[src/rtl/fetch_seq_ctrl.sv]
// -----------------------------------------------------------------------------
// fetch_seq_ctrl
//
// Owns the architectural fetch PC and sequences instruction-memory fetches.
// Each returned instruction is held in a one-entry output register and handed
// to decode with a valid/ready handshake. Redirects from the branch unit are
// accepted in every state. A response belonging to the old path is dropped,
// and a held old-path instruction is flushed, so only the redirected stream
// reaches decode.
//
// Optional feature (compile-time macro FETCH_SEQ_MISALIGN_CHK_EN):
//   defined   : a redirect with target[1:0] != 0 pulses o_misalign for one
//               cycle and the target is force-aligned (target & ~3).
//   undefined : o_misalign is constant 0 and the target is used as given.
//
// Ports:
//   i_clk, i_rst_n           clock (rising edge), async active-low reset
//   i_redirect/_pc           single-cycle redirect request and its target
//   i_imem_gnt               imem accepted the request this cycle
//   i_imem_rvalid/_rdata     imem response and instruction word
//   i_id_ready               decode consumes o_if_* this cycle
//   o_imem_req/_addr         fetch request and address (address = o_pc)
//   o_pc                     current fetch PC
//   o_if_valid/_pc/_inst     instruction held for decode
//   o_misalign               misaligned-redirect pulse
// -----------------------------------------------------------------------------
module fetch_seq_ctrl #(
  parameter int unsigned      WIDTH    = 64,
  parameter logic [WIDTH-1:0] RESET_PC = 64'h0000_0000_8000_0000
) (
  input  logic             i_clk,
  input  logic             i_rst_n,
  input  logic             i_redirect,
  input  logic [WIDTH-1:0] i_redirect_pc,
  input  logic             i_imem_gnt,
  input  logic             i_imem_rvalid,
  input  logic [31:0]      i_imem_rdata,
  input  logic             i_id_ready,
  output logic             o_imem_req,
  output logic [WIDTH-1:0] o_imem_addr,
  output logic [WIDTH-1:0] o_pc,
  output logic             o_if_valid,
  output logic [WIDTH-1:0] o_if_pc,
  output logic [31:0]      o_if_inst,
  output logic             o_misalign
);

  typedef enum logic [1:0] {
    S_IDLE = 2'd0,
    S_REQ  = 2'd1,
    S_WAIT = 2'd2,
    S_HOLD = 2'd3
  } state_t;

  state_t           state_q, state_d;
  logic [WIDTH-1:0] pc_q, pc_d;
  logic [WIDTH-1:0] fpc_q, fpc_d;        // address of the outstanding fetch
  logic             kill_q, kill_d;      // outstanding response is wrong-path
  logic             if_valid_q, if_valid_d;
  logic [WIDTH-1:0] if_pc_q, if_pc_d;
  logic [31:0]      if_inst_q, if_inst_d;
  logic             misalign_q, misalign_d;

  logic [WIDTH-1:0] redirect_tgt;
  logic             misalign_hit;

`ifdef FETCH_SEQ_MISALIGN_CHK_EN
  assign redirect_tgt = {i_redirect_pc[WIDTH-1:2], 2'b00};
  assign misalign_hit = i_redirect & (i_redirect_pc[1:0] != 2'b00);
`else
  assign redirect_tgt = i_redirect_pc;
  assign misalign_hit = 1'b0;
`endif

  always_comb begin
    state_d    = state_q;
    pc_d       = pc_q;
    fpc_d      = fpc_q;
    kill_d     = kill_q;
    if_valid_d = if_valid_q;
    if_pc_d    = if_pc_q;
    if_inst_d  = if_inst_q;
    misalign_d = misalign_hit;

    unique case (state_q)
      S_IDLE: begin
        state_d = S_REQ;
        if (i_redirect) pc_d = redirect_tgt;
      end

      S_REQ: begin
        if (i_imem_gnt) begin
          fpc_d   = pc_q;
          state_d = S_WAIT;
          // The old request is already accepted: remember to drop its data.
          if (i_redirect) begin
            pc_d   = redirect_tgt;
            kill_d = 1'b1;
          end
        end else if (i_redirect) begin
          pc_d = redirect_tgt;
        end
      end

      S_WAIT: begin
        if (i_imem_rvalid) begin
          kill_d = 1'b0;
          if (kill_q || i_redirect) begin
            // Wrong-path response: discard and refetch from the current pc.
            state_d = S_REQ;
            if (i_redirect) pc_d = redirect_tgt;
          end else begin
            if_valid_d = 1'b1;
            if_inst_d  = i_imem_rdata;
            if_pc_d    = fpc_q;
            pc_d       = fpc_q + WIDTH'(4);
            state_d    = S_HOLD;
          end
        end else if (i_redirect) begin
          pc_d   = redirect_tgt;
          kill_d = 1'b1;
        end
      end

      S_HOLD: begin
        // Redirect and handshake both release the entry; redirect also
        // replaces the sequential pc with the target.
        if (i_redirect || i_id_ready) begin
          if_valid_d = 1'b0;
          state_d    = S_REQ;
          if (i_redirect) pc_d = redirect_tgt;
        end
      end

      default: state_d = S_IDLE;
    endcase
  end

  always_ff @(posedge i_clk or negedge i_rst_n) begin
    if (!i_rst_n) begin
      state_q    <= S_IDLE;
      pc_q       <= RESET_PC;
      fpc_q      <= '0;
      kill_q     <= 1'b0;
      if_valid_q <= 1'b0;
      if_pc_q    <= '0;
      if_inst_q  <= '0;
      misalign_q <= 1'b0;
    end else begin
      state_q    <= state_d;
      pc_q       <= pc_d;
      fpc_q      <= fpc_d;
      kill_q     <= kill_d;
      if_valid_q <= if_valid_d;
      if_pc_q    <= if_pc_d;
      if_inst_q  <= if_inst_d;
      misalign_q <= misalign_d;
    end
  end

  assign o_imem_req  = (state_q == S_REQ);
  assign o_imem_addr = pc_q;
  assign o_pc        = pc_q;
  assign o_if_valid  = if_valid_q;
  assign o_if_pc     = if_pc_q;
  assign o_if_inst   = if_inst_q;
  assign o_misalign  = misalign_q;

endmodule

[config.mk]
export PLATFORM = sky130hd
export DESIGN_NAME = fetch_seq_ctrl
export DESIGN_NICKNAME = d
export VERILOG_FILES = /design/src/rtl/fetch_seq_ctrl.sv
export SDC_FILE = /design/constraint.sdc
export NUM_CORES = 1
export LEC_CHECK = 0
export ABC_AREA = 0
export CAP_MARGIN = 10
export CORE_MARGIN = 2
export CORE_UTILIZATION = 43
export DETAILED_ROUTE_END_ITERATION = 8
export DONT_BUFFER_PORTS = 1
export GPL_ROUTABILITY_DRIVEN = 0
export GPL_TIMING_DRIVEN = 1
export PLACE_DENSITY = 0.69
export SYNTH_ARGS = -nofsm -noshare
export SYNTH_HDL_FRONTEND = slang
export SYNTH_SLANG_ARGS = --single-unit
[constraint.sdc]
create_clock -name i_clk -period 3 [get_ports i_clk]
set_input_delay 0.3 -clock i_clk [delete_from_list [all_inputs] [get_ports i_clk]]
set_output_delay 0.3 -clock i_clk [all_outputs]
set_load 0.03 [all_outputs]
# --- Word-level counts from Yosys, hierarchy flattened ---
# Index checks and enable logic that the tools add are counted.
classes:
  add_sub_neg: 1
  eq_ne: 7
  n_mux: 18
  bitwise_logic: 1
  n_reduce_logical: 11
ops:
  columns: ["cell", "n"]
  rows:
  - ["two-way mux 64 bit", 4]
  - ["one-hot mux 64 bit (3 select lines)", 1]
  - ["adder 64 x 3 -> 64 bit, second input constant", 1]
  - ["two-way mux 2 bit", 4]
  - ["!= test 2 bit, second input constant", 4]
  - ["one-hot mux 2 bit (4 select lines)", 1]
  - ["two-way mux 1 bit", 6]
  - ["AND reduction 3 bit", 2]
  - ["== test 2 bit, second input constant", 2]
  - ["one-hot mux 1 bit (2 select lines)", 2]
  - ["AND reduction 2 bit", 2]
  - ["AND reduction 4 bit", 1]
  - ["nonzero test 2 bit", 2]
  - ["== test 2 x 1 -> 1 bit, second input constant", 1]
  - ["logical NOT 2 bit", 1]
  - ["logical OR 1 bit", 2]
  - ["OR reduction 2 bit", 1]
  - ["inverter 1 bit", 1]
word_totals:
  ff_bits: 228
  inputBits: 102
  out_inout_bits: 227

# --- Depth between registers and ports, before layout ---
logic_depth:
  depth_word: 4
  depth_mapped: 10
  ltp_nobuf: 8

# --- Worst setup path after synthesis ---
# OpenSTA, ideal clock, no wires.
synth_path:
  kind: "flip-flop to flip-flop"
  start: "register fpc_q[2]"
  end: "register pc_q[24] (netlist: o_imem_addr[24])"
  setup_time_ps: 134
  arrival_time_ps: 2065
  required_time_ps: 2866
  path_slack_ps: 801
  stages_incl_launch_ff: 10
  path_buffers: 2
  period_less_slack_ps: 2199
  path_cell_list: "dfrtp_1 ha_1 clkbuf_2 inv_1 or4_4 buf_6 nor4_4 and4_1 xnor2_1 o221ai_2"
synth_via:
  elab_chain_cells: 4
synth_rtl:
  columns: ["item", "line", "rtl"]
  rows:
  - ["from (decl)", "57", "logic [WIDTH-1:0] fpc_q, fpc_d;"]
  - ["from (signal assigned)", "152", "fpc_q <= fpc_d;"]
  - ["adder 64 x 3 -> 64 bit", "116", "pc_d = fpc_q + WIDTH'(4);"]
  - ["two-way mux 64 bit", "108", "if (kill_q || i_redirect) begin"]
  - ["two-way mux 64 bit", "106", "if (i_imem_rvalid) begin"]
  - ["one-hot mux 64 bit (3 select lines)", "85", "unique case (state_q)"]
  - ["to (signal assigned)", "151", "pc_q <= pc_d;"]
  - ["to (decl)", "56", "logic [WIDTH-1:0] pc_q, pc_d;"]
# Every way passes these cells.
# A chain may end at the register's enable or synchronous reset.

# --- Worst setup path in the final report ---
layout_path:
  start: "register fpc_q[2]"
  end: "register pc_q[31] (netlist: o_imem_addr[31])"
# The elaborated chain is that of the path after synthesis.

==> summary.txt <==
Place
  – Port bufs: 0
  – DP Cell Count: 1339
  – DP Area: between 10000 and 15000 sq um
  – Post-DP HPWL: slightly below 20000 um

Timing
  – Worst-case clock skew: 0.0172 ns
  – Setup TNS Final: 0 ns
  – Max_slew headroom: 30.7%
  – Fin crit share: 91.8%
  – Slew Limit Fails: 0
  – Worst-margin pin slew: 1.04 ns
  – Setup Viol. Count Final: 0
  – RSZ-0062 raised after global routing: no
  – Fin. Hold Viols: 228
  – Smallest hold slack: -0.527 ns
  – Fmax: 0.363 GHz
  – Tmin final: 2.75 ns

Global routing
  – Grt ovf: 0
  – GRT Util Overall: 23.2%
  – Largest net degree at the start of global routing: approximately 230
  – Global-route wire length before repair: slightly below 50000 um
  – Vias in the first global route: 8478
  – Initial antenna violation count: 1

Floorplan
  – Rows: 58
  – Core ar.: ~25000 sq um
  – Die Wd: 163 um
  – Die footprint: 26500 sq um
  – Floorplan die height: 163 um
  – I/O pins: between 300 and 400
  – Initial cell density of the core: 43.5%

Power and ir drop
  – Leakage: 5.72 nW
  – Maximum VDD drop: 0.627 mV
  – Pwr dens: 993 nW/um^2

Finish
  – Fillers: 2242
  – Layout area overhead: 15.9%
  – Share of cells above drive strength 1: 12.9%
  – Most common cell after layout, fill and taps aside: nand2_1
  – Reg area: around 5700 sq um
  – Most frequent cells in the layout: 346 x nand2_1, 227 x dfrtp_1, 98 x dlygate4sd3_1
  – Final nets: between 1000 and 1500
  – Final Cell Area: 12600 sq um
  – Final Non-Filler Cells: 1486
  – Multi-input gate area: 4320 sq um

Synth
  – Yosys top cell by area: dfrtp_1
  – Synth cell types: 58
  – Yosys top cell area share: 52.3%
  – Mapped Nets: 1228
  – Synthesized flop and latch total: 228
  – Synth area leaders: dfrtp_1 52%, nand2_1 12%, mux2_2 6.6%
  – Synth Instances: 1121
  – Top_reg_cell synth: dfrtp_1
  – YS warnings: 0
  – Synth async-reset ratio: between 90% and 100%
  – Post-synth EDFFs: 0
  – Seq/Total Area, Yosys: 52.6%
  – Cell Area, Synth: roughly 11000 sq um
  – Synth Area per Inst: 9.68 sq um

Clock network
  – Clock Sinks: 228
  – CTS tree: yes
  – H-Tree Level Count: 1
  – Inserted Clock Buffers: 26
  – Worst skew pair latency: 0.53 ns
  – Clock Path Buffers: 3
  – Clock slew at reported path FFs: 0.06 ns
  – Root Driver: clkbuf_16
  – Cts hold-fix bufs: 99
  – Post-CTS setup buffer count: 0

Route
  – Via count: 8213
  – Residual DRC: 0
  – Final WL: 31100 um
  – DRT iter0 DRCs: just over 600
  – Drt first pass iters: 7
  – Final ANT Viol Nets: 0
  – Avg WL per Cell: 20.9 um
  – DR vias/cell: 5.53

Setup path
  – Worst setup EP type: flop
  – WP data required: between 3 and 4 ns
  – Crit path from: fpc_q[2]$_DFFE_PN0P_
  – WS Path Type: reg2reg
  – Crit start category: flop
  – R2r startpoint: fpc_q[2]$_DFFE_PN0P_
  – CP Max Fanout: 7
  – Worst r2r path cells: 7
  – R2r endpoint: o_imem_addr[31]$_DFFE_PN1P_
  – WP data arrival: 3.22 ns
  – Reg-to-reg setup timing slack: 0.25 ns

Flow run
  – Maxcap violations: 0

Min path
  – Worst Hold Class: in2async

Status
  – Status: complete, but fails checks
  – Failing checks: hold timing
[routing by layer]
| metal | vias to the layer above | wire length (um) | GRT usage [%] |
|---|---|---|---|
| met2 | 363 | 14400 | 37.5 |
| met4 | 0 | 697 | 6.07 |
| met5 | - | 0 | 0 |
| li1 | 3740 | - | - |
| met3 | 49 | 2790 | 7.18 |
| met1 | 4061 | 13200 | 30.2 |
[cells by family after synthesis]
logic type      after synthesis  share of synthesized area (%)
xor+xnor                     55                           4.44
buf+inv                     152                           8.00
compound gates              125                           7.90
fa+ha+maj                     5                          0.576
other cells                   1                         0.0345
mux                          65                           6.73
simple gates                490                           19.7
flops                       228                           52.6
[power by group]
part / total, mW / internal [mW] / switching, mW
clock network: 3.26 / 1.96 / 1.30
registers: 6.92 / 4.12 / 2.80
logic: 2.30 / 1.18 / 1.12
total: 12.5 / 7.26 / 5.22
[synthesized netlist by cell type (all sizes together), types with 2 or more instances]
cell / n
a21oi: 24
a221oi: 11
a22oi: 12
a32o: 3
and2: 4
and3: 9
and4: 4
buf: 83
clkbuf: 44
dfrtp: 227
ha: 5
inv: 24
mux2: 64
nand2: 348
nand2b: 3
nand3: 24
nand4: 20
nor2: 37
nor3: 27
nor4: 8
o21a: 2
o21ai: 32
o221ai: 20
o22ai: 12
or3: 3
xnor2: 28
xor2: 27
[flip-flops by register name, indices dropped and copies added, names as in the netlist]
name         count
o_imem_addr     64
fpc_q           64
kill_q           1
state_q          2
o_if_inst       32
o_if_valid       1
o_if_pc         64
[through the flow]
step / util (%) / power [mW] / hold slack (ns) / setup WS [ns]
detailed placement: 42.8 / 9.11 / 0.00996 / 0.418
finish: 50.4 / 12.5 / -0.527 / 0.246
floorplan: - / 8.50 / 0.00441 / 0.801
global route: 50.4 / 13.2 / -0.560 / 0.0390
global placement: 42.8 / 9.01 / 0.0126 / 0.472
CTS: 50.4 / 12.5 / -0.553 / 0.0537
[worst max-delay path, stage by stage, from the launching register on]
cell and delay [ns]:
dfrtp_1 0.49, nand3_1 0.26, nor4_2 0.44, and2_2 0.35, nand3_1 0.12, xor2_1 0.16, a221oi_1 0.28, dlygate4sd3_1 0.60
[how the worst max path moves through the flow]
stage	endpoint	slack, ns	cells after the start
global route	o_imem_addr[31]$_DFFE_PN1P_	0.04	7
global placement	o_imem_addr[36]$_DFFE_PN0P_	0.47	7
floorplan	o_imem_addr[24]$_DFFE_PN0P_	0.80	9
CTS	o_imem_addr[31]$_DFFE_PN1P_	0.05	7
detailed placement	o_imem_addr[32]$_DFFE_PN0P_	0.42	7
finish	o_imem_addr[31]$_DFFE_PN1P_	0.25	7
[timing repair]
item,CTS,global route
endpoints found under the setup margin,0,1
gates resized for setup,0,3
hold endpoints to repair,325,228
[layout make-up]
cell class	instances	area share [%]
well taps	330	3.28
repair buffers	115	9.17
clock buffers	36	6.12
clock inverters	11	0.945
diodes	1	0.0199
flip-flops and latches	228	45.4
multi-input cells	741	34.4
inverters	24	0.716
(Power assumes the default switching activity.)
